## src/rtl/clock_pkg.sv

```systemverilog
// Shared clock-chain definitions: set-mode state encoding, field limits and widths
// common to the seconds, minute and hour stages.
package clock_pkg;

  typedef enum logic [1:0] {
    RUN      = 2'd0,
    SET_HOUR = 2'd1,
    SET_MIN  = 2'd2
  } set_state_t;

  localparam int SEC_BIT  = 6;
  localparam int MIN_BIT  = 6;
  localparam int HOUR_BIT = 5;

  localparam int MIN_MAX     = 59;
  localparam int HOUR_MAX_24 = 23;
  localparam int HOUR_MAX_12 = 12;

endpackage

```

## src/rtl/wrap_counter.sv

```systemverilog
// Generic modulo counter: steps on inc and returns to MIN_VAL once at MAX_VAL;
// anything at or above MAX_VAL is treated as the wrap point.
module wrap_counter #(
  parameter int WIDTH     = 6,
  parameter int MIN_VAL   = 0,
  parameter int MAX_VAL   = 59,
  parameter int RESET_VAL = 0
) (
  input  logic             clk,
  input  logic             reset,
  input  logic             inc,
  output logic [WIDTH-1:0] count,
  output logic             wrap
);

  localparam logic [WIDTH-1:0] FIRST_V = WIDTH'(MIN_VAL);
  localparam logic [WIDTH-1:0] LAST_V  = WIDTH'(MAX_VAL);
  localparam logic [WIDTH-1:0] RESET_V = WIDTH'(RESET_VAL);

  assign wrap = (count >= LAST_V);

  always_ff @(posedge clk or negedge reset) begin
    if (!reset) begin
      count <= RESET_V;
    end else if (inc) begin
      count <= wrap ? FIRST_V : count + 1'b1;
    end
  end

endmodule

```

## src/rtl/min_hour_gen.sv

```systemverilog
// Minute/hour stage with the hour-then-minute time-set FSM.
// Define HOUR_12_MODE_EN for a 1..12 hour range with a pm output.
module min_hour_gen
  import clock_pkg::*;
#(
  parameter int P_MIN_BIT  = MIN_BIT,
  parameter int P_HOUR_BIT = HOUR_BIT
) (
  input  logic                  clk,
  input  logic                  reset,
  input  logic                  en,
  input  logic                  one_sec_tick,
  input  logic                  min_tic,
  input  logic                  mode_btn,
  input  logic                  inc_btn,
  output logic [P_MIN_BIT-1:0]  min,
  output logic [P_HOUR_BIT-1:0] hour,
  output logic [1:0]            set_state,
  output logic                  sec_clr,
  output logic                  hour_tic,
  output logic                  day_tic
`ifdef HOUR_12_MODE_EN
  , output logic                pm
`endif
);

`ifdef HOUR_12_MODE_EN
  localparam int HOUR_FIRST = 1;
  localparam int HOUR_LAST  = HOUR_MAX_12;
  localparam int HOUR_RESET = HOUR_MAX_12;
`else
  localparam int HOUR_FIRST = 0;
  localparam int HOUR_LAST  = HOUR_MAX_24;
  localparam int HOUR_RESET = 0;
`endif

  localparam logic [P_MIN_BIT-1:0] MIN_LAST = P_MIN_BIT'(MIN_MAX);

  set_state_t state;
  logic       in_set_hour, in_set_min, in_run;
  logic       run_adv, min_inc, hour_inc;
  logic       min_wrap, hour_wrap;

  assign in_set_hour = (state == SET_HOUR);
  assign in_set_min  = (state == SET_MIN);
  assign in_run      = !in_set_hour && !in_set_min;

  // The minute-wrap level only counts in the single cycle the second tick qualifies it.
  assign run_adv  = in_run && en && one_sec_tick && min_tic;
  assign min_inc  = run_adv || (in_set_min && inc_btn);
  assign hour_inc = (run_adv && min_wrap) || (in_set_hour && inc_btn);

  assign set_state = state;
  assign hour_tic  = min_tic && (min == MIN_LAST);

  wrap_counter #(
    .WIDTH(P_MIN_BIT), .MIN_VAL(0), .MAX_VAL(MIN_MAX), .RESET_VAL(0)
  ) u_min_cnt (
    .clk(clk), .reset(reset), .inc(min_inc), .count(min), .wrap(min_wrap)
  );

  wrap_counter #(
    .WIDTH(P_HOUR_BIT), .MIN_VAL(HOUR_FIRST), .MAX_VAL(HOUR_LAST), .RESET_VAL(HOUR_RESET)
  ) u_hour_cnt (
    .clk(clk), .reset(reset), .inc(hour_inc), .count(hour), .wrap(hour_wrap)
  );

`ifdef HOUR_12_MODE_EN
  localparam logic [P_HOUR_BIT-1:0] HOUR_ELEVEN = P_HOUR_BIT'(11);

  assign day_tic = hour_tic && (hour == HOUR_ELEVEN) && pm && !hour_wrap;

  // Only running time crosses noon/midnight; setting the hour never flips pm.
  always_ff @(posedge clk or negedge reset) begin
    if (!reset) begin
      pm <= 1'b0;
    end else if (run_adv && min_wrap && (hour == HOUR_ELEVEN)) begin
      pm <= ~pm;
    end
  end
`else
  assign day_tic = hour_tic && hour_wrap;
`endif

  // Unused encoding 2'd3 behaves as RUN and falls back to it.
  always_ff @(posedge clk or negedge reset) begin
    if (!reset) begin
      state   <= RUN;
      sec_clr <= 1'b0;
    end else begin
      sec_clr <= 1'b0;
      case (state)
        SET_HOUR: if (mode_btn) state <= SET_MIN;
        SET_MIN: begin
          if (mode_btn) begin
            state   <= RUN;
            sec_clr <= 1'b1;
          end
        end
        default: state <= mode_btn ? SET_HOUR : RUN;
      endcase
    end
  end

endmodule

```

## config.mk

```make
export PLATFORM = sky130hd
export DESIGN_NAME = min_hour_gen
export DESIGN_NICKNAME = d
export VERILOG_FILES = /design/src/rtl/clock_pkg.sv /design/src/rtl/wrap_counter.sv /design/src/rtl/min_hour_gen.sv
export SDC_FILE = /design/constraint.sdc
export NUM_CORES = 1
export LEC_CHECK = 0
export ABC_AREA = 1
export BUFFER_PORTS_ARGS = -buffer_cell sky130_fd_sc_hd__buf_2
export CAP_MARGIN = 0
export CORE_ASPECT_RATIO = 0.75
export CORE_MARGIN = 2
export CORE_UTILIZATION = 45
export DETAILED_ROUTE_END_ITERATION = 10
export GPL_ROUTABILITY_DRIVEN = 0
export HOLD_SLACK_MARGIN = 0.02
export PLACE_DENSITY = 0.72
export SYNTH_ARGS = -nofsm -noshare
export SYNTH_HDL_FRONTEND = slang
export SYNTH_SLANG_ARGS = --single-unit
```

## constraint.sdc

```tcl
create_clock -name clk -period 1.4 [get_ports clk]
set_clock_uncertainty 0.15 [all_clocks]
set_input_delay 0.07 -clock clk [delete_from_list [all_inputs] [get_ports clk]]
set_output_delay 0.07 -clock clk [all_outputs]
set_load 0.02 [all_outputs]
```

==> results_dict.tcl <==
set metrics [dict create \
    run_status "finished with violations" \
    violations "negative setup slack" \
    grt_pass1_vias 982 \
    ys_warn_count 0 \
    ys_top_cells_by_count "nand2_1 (35), inv_1 (15), dfrtp_1 (14), nand3_1 (14), nor2_1 (13)" \
    rsz0062_at_grt "true" \
    synth_area_per_cell_sq_um 7.36 \
    syn_nets 131 \
    multi_input_area_sq_um 634 \
    cts_inserted_buffers 3 \
    synthTopCellsByArea "dfrtp_1 (40%), nand2_1 (15%), nand3_1 (8.0%), ha_1 (7.1%), inv_1 (6.4%)" \
    ctsHtreeMaxLevel 1 \
    hold_violations 0 \
    area_growth_pct 60.9 \
    slew_violations 0 \
    wl_per_cell_um 13.7 \
    remaining_drc_errors 0 \
    ys_ff_latch 14 \
    antenna_left 0 \
    cts_tree "done" \
    critPathMaxFanout 2 \
    drive_gt1_frac 0.576 \
    crit-reg2reg-launch "set_state[1]$_DFFE_PN0P_" \
    grt_pass1_wl_mm 4.33 \
    crit_type "flip-flop to output pin" \
    wl_mm 2.56 \
    postPlaceCellArea_sq_um 1150 \
    io_buffers 22 \
    slew_headroom 0.790 \
    placementRows 13 \
    synth_edf_count 0 \
    register_area_sq_um 360 \
    finalSetupViolCount 13 \
    fp.dieW_um 54.9 \
    setup_ws_ps -194 \
    ys_seq_area_frac 0.400 \
    grt_antenna_before_repair 0 \
    grt_max_degree 15 \
    min_period_over_period 1.14 \
    path_clk_slew_ps 80 \
    synth.most_common_cell "nand2_1" \
    synth_top_area_cell "dfrtp_1" \
    power_leakage_nw 0.735 \
    ioPinCount 23 \
    cts_sinks 14 \
    critPathLaunch "u_hour_cnt.count[1]$_DFFE_PN0P_" \
    ir_drop_mv 1.33 \
    critical_path.startpoint_type "flip-flop" \
    dp.cells 176 \
    syn_area_sq_um 876 \
    worst_slew_pin_slew_ps 316 \
    synth_flop_cell "dfrtp_1" \
    fin_crit_ps 1590 \
    fill_cells 130 \
    min_from "inc_btn" \
    stdcell_count 187 \
    ys_types 18 \
    gr-usage-all-layers 0.263 \
    cts_root_buffer "clkbuf_4" \
    dieArea_sq_um 2320 \
    drt_iter0_markers 28 \
    arrival_ps 1370 \
    drt_first_pass_iters 5 \
    netlist_instances 119 \
    whs_ps 41.6 \
    async_reset_ff_frac 1.00 \
    maxCapViolations 0 \
    max_freq_mhz 627 \
    required_ps 1180 \
    start_util 0.490 \
    layout.nets 178 \
    fp.dieH_um 42.2 \
    fin_area_sq_um 1410 \
    dr_total_vias 976 \
    antenna_cells 0 \
    max-clock-path-buffers 2 \
    vias_per_cell 5.22 \
    coreArea_sq_um 1790 \
    powerDensity_nw_per_um2 1980 \
    hold_class "input pin to flip-flop" \
    grt_overflow_total 0 \
    insertion_delay_ps 280 \
    yosysTopAreaCellShare 0.400 \
    dp_hpwl_mm 1.67 \
    cp-end-kind "output pin" \
]
-- cell type report --
| cell class | instances | area share |
|---|---|---|
| well taps | 22 | 0.0195 |
| multi-input cells | 87 | 0.450 |
| flip-flops and latches | 14 | 0.256 |
| inverters | 16 | 0.0426 |
| clock buffers | 4 | 0.0187 |
| repair buffers | 44 | 0.213 |
-- path summary, 6_finish.rpt --
path | endpoint | slack [ps] | cells past startpoint
max in group asynchronous | u_min_cnt.count[0]$_DFFE_PN0P_ | 790 | 2
hold / removal | u_hour_cnt.count[2]$_DFFE_PN0P_ | 40 | 4
setup reg to reg | u_min_cnt.count[3]$_DFFE_PN0P_ | -90 | 7
hold reg to reg | u_hour_cnt.count[4]$_DFFE_PN0P_ | 450 | 2
min in group asynchronous | u_min_cnt.count[4]$_DFFE_PN0P_ | 60 | 2
setup / recovery | day_tic | -190 | 6
-- kinds of logic (layout without fill, tap and decap cells) --
family,count (synthesis),count (layout),synth area share
AOI/OAI and AO/OA,11,11,0.0829
and+or+nand+nor,71,71,0.360
buffers and inverters,18,64,0.0857
DFF,14,14,0.400
adders and majority gates,5,5,0.0714
-- layout by cell type (no fill, tap or decap), types with 3 or more instances in the layout --
cell type / instances
nand2_1: 21
buf_2: 20
buf_4: 18
nand2_2: 13
inv_1: 12
nand3_1: 8
dfrtp_2: 8
nor2_1: 7
dfrtp_1: 6
nand3_2: 5
inv_2: 4
nor2_4: 4
nand2_4: 4
nand4_1: 4
buf_6: 4
ha_4: 3
clkbuf_4: 3
-- power breakdown --
part | total [mW] | switching [mW] | leakage, nW | internal, mW
Clock | 0.240 | 0.129 | 0.0150 | 0.111
Sequential | 0.764 | 0.175 | 0.170 | 0.589
Combinational | 1.79 | 1.01 | 0.550 | 0.775
Total | 2.79 | 1.32 | 0.735 | 1.47
-- layer usage --
layer / part of all wire / global-route usage / up-vias
met5: 0 / 0 / -
met4: 0.032 / 0.0976 / 0
met3: 0.058 / 0.0893 / 12
met2: 0.49 / 0.438 / 35
met1: 0.42 / 0.305 / 453
li1: - / - / 476
-- sequential cells by signal, summed over array words and instances (netlist names) --
signal            cells
sec_clr               1
set_state             2
u_hour_cnt.count      5
u_min_cnt.count       6
-- worst max-delay path: stages (launching register included) --
cell and delay (ps):
dfrtp_2 400, ha_4 160, nand2_4 60, a21oi_4 140, inv_2 60, nor3_4 120
buf_6 140
-- what timing repair did --
item | in CTS | in global routing
endpoints found under the hold margin | 17 | 0
gates resized for setup | 39 | 13
setup endpoints to repair | 13 | 14
gates cloned | 0 | 0
hold buffers | 2 | 0
buffers inserted | 5 | 0
pin swaps | 12 | 9
-- metrics by stage --
stage | TNS (ps) | power [mW] | setup slack [ps] | util
finish | -889 | 2.79 | -194 | 0.787
global route | -1620 | 3.01 | -285 | 0.787
CTS | -680 | 2.65 | -199 | 0.765
detailed placement | -570 | 2.10 | -95.7 | 0.644
global placement | -293 | 2.06 | -61.8 | 0.644
floorplan | -745 | 1.57 | -134 | -
No activity file was read; power rests on OpenSTA's default activity.
